**src/rtl/mem_access_unit.sv**
```systemverilog
// Memory stage between EX and WB: runs loads/stores over a req/ack bus with wait states,
// builds strobes and replicated store data, aligns/extends load data and raises exceptions.
module mem_access_unit #(
  parameter int          XLEN       = 32,
  parameter logic [31:0] ADDR_LIMIT = 32'h6000_0000,
  parameter int          TIMEOUT    = 16
) (
  input  logic              clk,
  input  logic              rst,
  input  logic              flush,
  input  logic              es_to_ms_valid,
  output logic              ms_allowin,
  input  logic [XLEN-1:0]   in_addr,
  input  logic [XLEN-1:0]   in_wdata,
  input  logic [XLEN-1:0]   in_pc,
  input  logic              in_we,
  input  logic              in_re,
  input  logic [1:0]        in_size,
  input  logic              in_unsigned,
  input  logic [4:0]        in_rd,
  input  logic              in_rd_wen,
  input  logic [XLEN-1:0]   in_result,
  output logic              ms_to_ws_valid,
  input  logic              ws_allowin,
  output logic [4:0]        ws_rd,
  output logic              ws_rd_wen,
  output logic [XLEN-1:0]   ws_wdata,
  output logic [XLEN-1:0]   ws_pc,
  output logic              dbus_req,
  output logic              dbus_we,
  output logic [XLEN-1:0]   dbus_addr,
  output logic [XLEN-1:0]   dbus_wdata,
  output logic [XLEN/8-1:0] dbus_strb,
  input  logic              dbus_ack,
  input  logic [XLEN-1:0]   dbus_rdata,
  output logic              exc_valid,
  output logic [5:0]        exc_code,
  output logic [XLEN-1:0]   exc_tval
);
  localparam int STRB_W = XLEN / 8;
  localparam int OFF_W  = (XLEN == 64) ? 3 : 2;
  localparam int CNT_W  = $clog2(TIMEOUT + 1);

  localparam logic [5:0] LD_MISAL = 6'b100100;
  localparam logic [5:0] LD_FAULT = 6'b100101;
  localparam logic [5:0] ST_MISAL = 6'b100110;
  localparam logic [5:0] ST_FAULT = 6'b100111;

  typedef enum logic [1:0] {IDLE, REQ, DONE, EXC} state_t;

  state_t            state;
  logic [CNT_W-1:0]  cnt_p1;
  logic              store_p1;
  logic              uns_p1;
  logic [1:0]        size_p1;
  logic [OFF_W-1:0]  off_p1;
  logic [XLEN-1:0]   addr_p1;

  logic is_mem, size_bad, misal, oor, capture;

  function automatic logic [STRB_W-1:0] lane_strb(input logic [1:0] size,
                                                  input logic [OFF_W-1:0] off);
    logic [STRB_W-1:0] mask;
    case (size)
      2'b00:   mask = STRB_W'(1);
      2'b01:   mask = STRB_W'(3);
      2'b10:   mask = STRB_W'(15);
      default: mask = '1;
    endcase
    return mask << off;
  endfunction

  function automatic logic [XLEN-1:0] replicate(input logic [1:0] size,
                                                input logic [XLEN-1:0] data);
    logic [XLEN-1:0] r;
    case (size)
      2'b00:   r = {(XLEN/8){data[7:0]}};
      2'b01:   r = {(XLEN/16){data[15:0]}};
      2'b10:   r = {(XLEN/32){data[31:0]}};
      default: r = data;
    endcase
    return r;
  endfunction

  function automatic logic [XLEN-1:0] load_extend(input logic [XLEN-1:0]  rdata,
                                                  input logic [1:0]       size,
                                                  input logic [OFF_W-1:0] off,
                                                  input logic             uns);
    logic [XLEN-1:0]        sh;
    logic [XLEN-1:0]        zext;
    logic signed [XLEN-1:0] sext;
    logic signed [7:0]      b;
    logic signed [15:0]     h;
    logic signed [31:0]     w;
    sh = rdata >> {off, 3'b000};
    b  = sh[7:0];
    h  = sh[15:0];
    w  = sh[31:0];
    case (size)
      2'b00:   begin zext = XLEN'(sh[7:0]);  sext = XLEN'(b); end
      2'b01:   begin zext = XLEN'(sh[15:0]); sext = XLEN'(h); end
      2'b10:   begin zext = XLEN'(sh[31:0]); sext = XLEN'(w); end
      default: begin zext = sh;              sext = sh;       end
    endcase
    return uns ? zext : sext;
  endfunction

  assign is_mem   = in_we | in_re;
  assign size_bad = (in_size == 2'b11) && (XLEN == 32);
  assign oor      = in_addr > XLEN'(ADDR_LIMIT);

  always_comb begin
    case (in_size)
      2'b00:   misal = 1'b0;
      2'b01:   misal = in_addr[0];
      2'b10:   misal = |in_addr[1:0];
      default: misal = |in_addr[2:0];
    endcase
  end

  assign ms_allowin     = (state == IDLE) || (((state == DONE) || (state == EXC)) && ws_allowin);
  assign ms_to_ws_valid = (state == DONE);
  // An exception parks the stage until the trap unit flushes it, so nothing is taken in EXC.
  assign capture        = es_to_ms_valid && ms_allowin && !flush && (state != EXC);

  always_ff @(posedge clk) begin
    if (rst) begin
      state      <= IDLE;
      cnt_p1     <= '0;
      dbus_req   <= 1'b0;
      dbus_we    <= 1'b0;
      dbus_addr  <= '0;
      dbus_wdata <= '0;
      dbus_strb  <= '0;
      ws_rd      <= '0;
      ws_rd_wen  <= 1'b0;
      ws_wdata   <= '0;
      ws_pc      <= '0;
      exc_valid  <= 1'b0;
      exc_code   <= '0;
      exc_tval   <= '0;
    end else if (flush) begin
      state     <= IDLE;
      dbus_req  <= 1'b0;
      dbus_we   <= 1'b0;
      dbus_strb <= '0;
      exc_valid <= 1'b0;
      ws_rd_wen <= 1'b0;
    end else if (capture) begin
      // capture -> p1: op fields registered, next state decided from the incoming op
      store_p1 <= in_we;
      uns_p1   <= in_unsigned;
      size_p1  <= in_size;
      off_p1   <= in_addr[OFF_W-1:0];
      addr_p1  <= in_addr;
      ws_rd    <= in_rd;
      ws_pc    <= in_pc;
      cnt_p1   <= CNT_W'(1);
      if (!is_mem) begin
        state     <= DONE;
        ws_wdata  <= in_result;
        ws_rd_wen <= in_rd_wen;
      end else if (size_bad || misal || oor) begin
        state     <= EXC;
        exc_valid <= 1'b1;
        exc_tval  <= in_addr;
        ws_rd_wen <= 1'b0;
        if (misal && !size_bad) exc_code <= in_we ? ST_MISAL : LD_MISAL;
        else                    exc_code <= in_we ? ST_FAULT : LD_FAULT;
      end else begin
        state      <= REQ;
        dbus_req   <= 1'b1;
        dbus_we    <= in_we;
        dbus_addr  <= in_addr & ~XLEN'(STRB_W - 1);
        dbus_wdata <= in_we ? replicate(in_size, in_wdata) : '0;
        dbus_strb  <= in_we ? lane_strb(in_size, in_addr[OFF_W-1:0]) : '0;
        ws_wdata   <= '0;
        ws_rd_wen  <= !in_we && in_rd_wen;
      end
    end else begin
      case (state)
        REQ: begin
          if (dbus_ack) begin
            state     <= DONE;
            dbus_req  <= 1'b0;
            dbus_we   <= 1'b0;
            dbus_strb <= '0;
            if (!store_p1) ws_wdata <= load_extend(dbus_rdata, size_p1, off_p1, uns_p1);
          end else if (cnt_p1 == CNT_W'(TIMEOUT)) begin
            state     <= EXC;
            dbus_req  <= 1'b0;
            dbus_we   <= 1'b0;
            dbus_strb <= '0;
            exc_valid <= 1'b1;
            exc_code  <= store_p1 ? ST_FAULT : LD_FAULT;
            exc_tval  <= addr_p1;
            ws_rd_wen <= 1'b0;
          end else begin
            cnt_p1 <= cnt_p1 + CNT_W'(1);
          end
        end
        DONE:    if (ws_allowin) state <= IDLE;
        default: ;
      endcase
    end
  end

endmodule

```
**config.mk**
```make
export PLATFORM = sky130hd
export DESIGN_NAME = mem_access_unit
export DESIGN_NICKNAME = d
export VERILOG_FILES = /design/src/rtl/mem_access_unit.sv
export SDC_FILE = /design/constraint.sdc
export NUM_CORES = 1
export LEC_CHECK = 0
export ABC_AREA = 1
export ABC_CLOCK_PERIOD_IN_PS = 4600
export CAP_MARGIN = 10
export CORE_UTILIZATION = 49
export DETAILED_ROUTE_END_ITERATION = 16
export MAX_ROUTING_LAYER = met4
export PLACE_DENSITY = 0.87
export SLEW_MARGIN = 20
export SYNTH_ARGS = -nofsm -noshare
export SYNTH_HDL_FRONTEND = slang
export SYNTH_SLANG_ARGS = --single-unit
```
**constraint.sdc**
```tcl
create_clock -name clk -period 4.6 [get_ports clk]
set_input_delay 1.38 -clock clk [delete_from_list [all_inputs] [get_ports clk]]
set_output_delay 1.38 -clock clk [all_outputs]
set_load 0.05 [all_outputs]
```
Word-level counts from Yosys, hierarchy flattened:

Index checks and enable logic that the tools add are counted.

* $lt $le $gt $ge: 1
* reduce and logical (&&, ||, !) cells: 34
* eq/ne operators: 18
* shifts and indexed selects: 2
* bitwise logic cells: 4
* $add $sub $neg: 1
* muxes and demuxes: 72

Operator list (number)
* two-way mux 32 bit: 14
* case mux 32 bit (2 select lines): 3
* two-way mux 4 bit: 12
* two-way mux 6 bit: 6
* > comparator 32 x 31 -> 1 bit, second input constant: 1
* right shift 32 x 5 -> 32 bit: 1
* two-way mux 1 bit: 20
* two-way mux 2 bit: 10
* two-way mux 5 bit: 4
* AND reduction 4 bit: 3
* AND reduction 5 bit: 2
* AND reduction 3 bit: 3
* equality test 2 bit, second input constant: 4
* != test 2 bit, second input constant: 4
* case mux 4 bit (2 select lines): 1
* equality test 2 x 1 -> 1 bit, second input constant: 3
* logical AND 1 bit: 6
* logical NOT 2 bit: 3
* != test 2 x 1 -> 1 bit, second input constant: 3
* AND reduction 6 bit: 1
* nonzero test 2 bit: 3
* nonzero test 3 bit: 2
* adder 5 x 1 -> 5 bit, second input constant: 1
* equality test 5 bit, second input constant: 1
* other kinds (13): 21

* bits in registers: 222

Depth between registers and ports, before layout:

* depth in word-level cells: 15
* depth in mapped cells: 12

Least setup slack after synthesis:

No wires, ideal clock.

* path type: input to register
* start: input ws_allowin
* end: register addr_p1[10] (enable)
* setup slack: 922 ps
* stages: 7
* arrival: 3264 ps
* path buffers: 1
* cells stage by stage: inv_1 -> nand2_1 -> nand2_1 -> inv_2 -> nand3_4 -> nor2_1 -> clkbuf_1

* word-level cells in the longest chain between the ends: 6

RTL lines
* start: declaration: RTL line 24 `input logic ws_allowin,`
* logical AND 1 bit: RTL line 121 `assign ms_allowin = (state == IDLE) || (((state == DONE) || (state == EXC)) && ws_allowin);`
* logical OR 1 bit: RTL line 121
* named net ms_allowin: RTL line 12 `output logic ms_allowin,`
* logical AND 1 bit (3 in series): RTL line 124 `assign capture = es_to_ms_valid && ms_allowin && !flush && (state != EXC);`
* AND reduction 3 bit (no source line)
* end signal: assignment: RTL line 155 `addr_p1 <= in_addr;`
* end: declaration: RTL line 57 `logic [XLEN-1:0] addr_p1;`

The timed path passes the listed nets, and every way through them passes these cells.
A chain may end at the register's enable or synchronous reset.

Worst setup path in the final report:

* start: input ws_allowin
* end: output ms_allowin

* word-level cells in the longest chain between the ends: 2

RTL lines (RTL line)
* logical AND 1 bit: 121
* logical OR 1 bit: 121
* end: declaration: 12

No other way between the ends.

==> impl_results.md <==
* Slew HR at 0.263
* Max cap viols at 0
* Min Tclk post-route at 3660 ps
* Sw Share at 0.275
* DP HPWL at 23700 µm
* Number of global-route vias before repair at approximately 9800
* CP Launch Type: input port
* Filler cell count in the final layout at roughly 1600
* Multiplexer share of the synthesized area at 0
* Post-CTS Setup Inserts at 0
* Die ar. at about 21000 µm²
* Post-route cell area at 14100 µm²
* Fmax at 0.273 GHz
* Horiz. Die Dim at approximately 140 µm
* Final non-filler cell total at between 1500 and 2000
* Sw power at 1.23 mW
* Unique masters post-synth at 39
* GRT Max-Usage Layer: met2
* CTS tree: yes
* GP Congestion at 1.04
* Post-Synth XOR/XNOR Area at 0.000890
* Layout cell share with drive strength beyond 1 at 0.0470
* Worst slew pin tran at 1110 ps
* Comb power frac at 0.161
* Post-synth EDFFs at 36
* Worst path required time at ~3200 ps
* Routed length per instance at 17.8 µm
* Largest area contributor in the netlist: dfxtp_1
* Area delta synth->final at 43.1%
* Area post-placement at approximately 13000 µm²
* Total Routed Length at about 34000 µm
* Fin nets at approximately 1800
* Clk_lat worst skew at 510 ps
* CTS max path bufs at 3
* H-tree levels at 1
* Gr usage total at 0.329
* Vias per cell at ~5.5
* Antenna-violating nets left at 0
* Placed cells at between 1500 and 2000
* Critical Path Fanout Max at 3
* Setup WS post-layout at slightly above 900 ps
* First-pass GRT wire length at ~52000 µm
* Remaining DRCs at 0
* Setup-failing EPs final at 0
* Hold_buf cts at 0
* Clk root buf: clkbuf_16
* Final setup TNS at 0 ps
* Simple-Gate Fraction of Synth Area at 0.319
* Clock sink total at ~220
* Synth Warn # at 0
* Critical Path AT at around 2300 ps
* Status: finished, final reports clean
* Pin count of the biggest net entering global routing at 92
* Compound-Gate Fraction of Synth Area at 0.135
* Sequential area share after synthesis at 0.478
* Met3 GRT Util at 0.0663
* Post-synth top area share at 0.368
* Worst setup EP type: output port
* I/O pin cnt at roughly 360
* Cells after Synth at ~1300
* Ys flop type: dfxtp_1
* Post_cts resized at 0
* Setup WS pre-CTS at between 500 and 600 ps
* Die Span Y at roughly 140 µm
* Syn avg cell area at 7.30 µm²
* Hold Path Class: reg -> reg
* Most common library cell in the layout ignoring fill and taps: nand2_1
* Core area at ~20000 µm²
* FF+latch count, synth at approximately 220
* Pins Over Slew Limit at 0
* Async SR Flop Fraction at 0
* M2 GR Usage at 0.532
* Maximum vdd ir drop at 0.247 mV
* Port-buffer cells at 353
* Grt total ovfl at 0
* Largest family of logic cells by synthesized area: simple AND/OR/NAND/NOR gates
* Power Dens Cells at around 320 nW/µm²
* Cell Area, Synth at 9840 µm²
* Synth Area in Adders at 0.00254
* RSZ-0062 raised after global routing: false
* Via Count at 10600
* DR iter-0 viols at approximately 840
* DR pass1 iterations at 6
* Final Hold Viols at 0
* Met1 Use GR at 0.389
* Seq pwr share at 0.449
* Initial antenna violation count at 1
* Tcrit/Tclk final at 0.797
* Clk pwr share at 0.389
* Lkg Pwr at around 5.5 nW
* Critical path class: in -> out
* Internal power at between 3 and 4 mW
* Most frequent cells in the layout: nand2_1, clkdlybuf4s50_1, dfxtp_1
* CTS Buf Count at 23
* Clock transition at path regs at ~60 ps
* Rows at 51
* Synth top area cells: dfxtp_1, nand2_1, edfxtp_1
* Fin Clk Skew at 15.3 ps
* Starting Density at 0.502
-- final cells by class --
type                            count  area [µm²]  area share
Multi-Input combinational cell    994        4540       0.322
Sequential cell                   217        4700       0.334
Tap cell                          265         332      0.0235
Inverter                           40         153      0.0108
Clock buffer                       30         602      0.0427
Timing Repair Buffer              371        3680       0.261
Clock inverter                      9        76.3     0.00542
Antenna cell                        3        7.51    0.000533
-- per-layer routing --
layer | part of all wire | up-vias
met5 | 0 | -
met4 | 0.050 | 0
met3 | 0.090 | 112
met2 | 0.47 | 576
met1 | 0.39 | 4861
li1 | - | 5046
-- power groups by stage --
stage	combinational (mW)	clock (mW)	sequential (mW)
3_3_place_gp	0.704	0	2.05
6_report	0.721	1.74	2.01
3_5_place_dp	0.710	0	2.05
5_1_grt	0.766	1.84	2.01
2_1_floorplan	0.254	0	2.18
4_1_cts	0.715	1.76	2.01
-- kinds of logic (layout without fill, tap and decap cells) --
family	after synthesis	after routing
adders and majority gates	2	2
AOI/OAI and AO/OA	243	243
DFF	217	217
and+or+nand+nor	744	744
buffers and inverters	140	450
xor gates and xnor gates	1	1
other	1	7
-- worst paths after layout --
check / to / slack, ps / depth (start not counted) / startpoint
max: ms_allowin / 940 / 6 / ws_allowin
min: dbus_addr[31] / 450 / 2 / dbus_addr[31]
max reg2reg: ws_wdata[22] / 1350 / 10 / off_p1[0]
min reg2reg: dbus_addr[31] / 450 / 2 / dbus_addr[31]
-- synth_stat cells, types with 4 or more instances --
library cell  instances
nand2_1             456
dfxtp_1             181
a21oi_1             148
nand3_1             116
nor2_1              116
clkbuf_1             38
edfxtp_1             36
nand4_1              36
buf_2                33
inv_1                33
o21ai_0              33
o21ai_1              16
o211ai_1             15
buf_1                14
buf_4                13
a211oi_1              9
a21boi_1              8
or2_2                 7
a22oi_1               6
inv_2                 5
a21boi_0              4
-- stage by stage --
step / hold slack [ps] / power, mW / utilization
finish: 450 / 4.47 / 0.719
global route: 473 / 4.62 / 0.719
CTS: 451 / 4.48 / 0.719
detailed placement: 438 / 2.76 / 0.684
global placement: 429 / 2.75 / 0.684
floorplan: 465 / 2.43 / -
-- registers in the layout, summed over array words and instances (netlist names), 2 cells and up --
| register | cells |
|---|---|
| exc_code | 3 |
| dbus_wdata | 32 |
| ws_wdata | 32 |
| size_p1 | 2 |
| cnt_p1 | 5 |
| ws_pc | 32 |
| dbus_strb | 4 |
| state | 2 |
| exc_tval | 32 |
| addr_p1 | 31 |
| dbus_addr | 30 |
| ws_rd | 5 |
-- worst max-delay path: stages --
cell,delay [ps]
clkdlybuf4s50_1,450
inv_1,50
nand2_1,50
nand2_1,60
inv_2,80
buf_4,210
(Power assumes the default switching activity.)
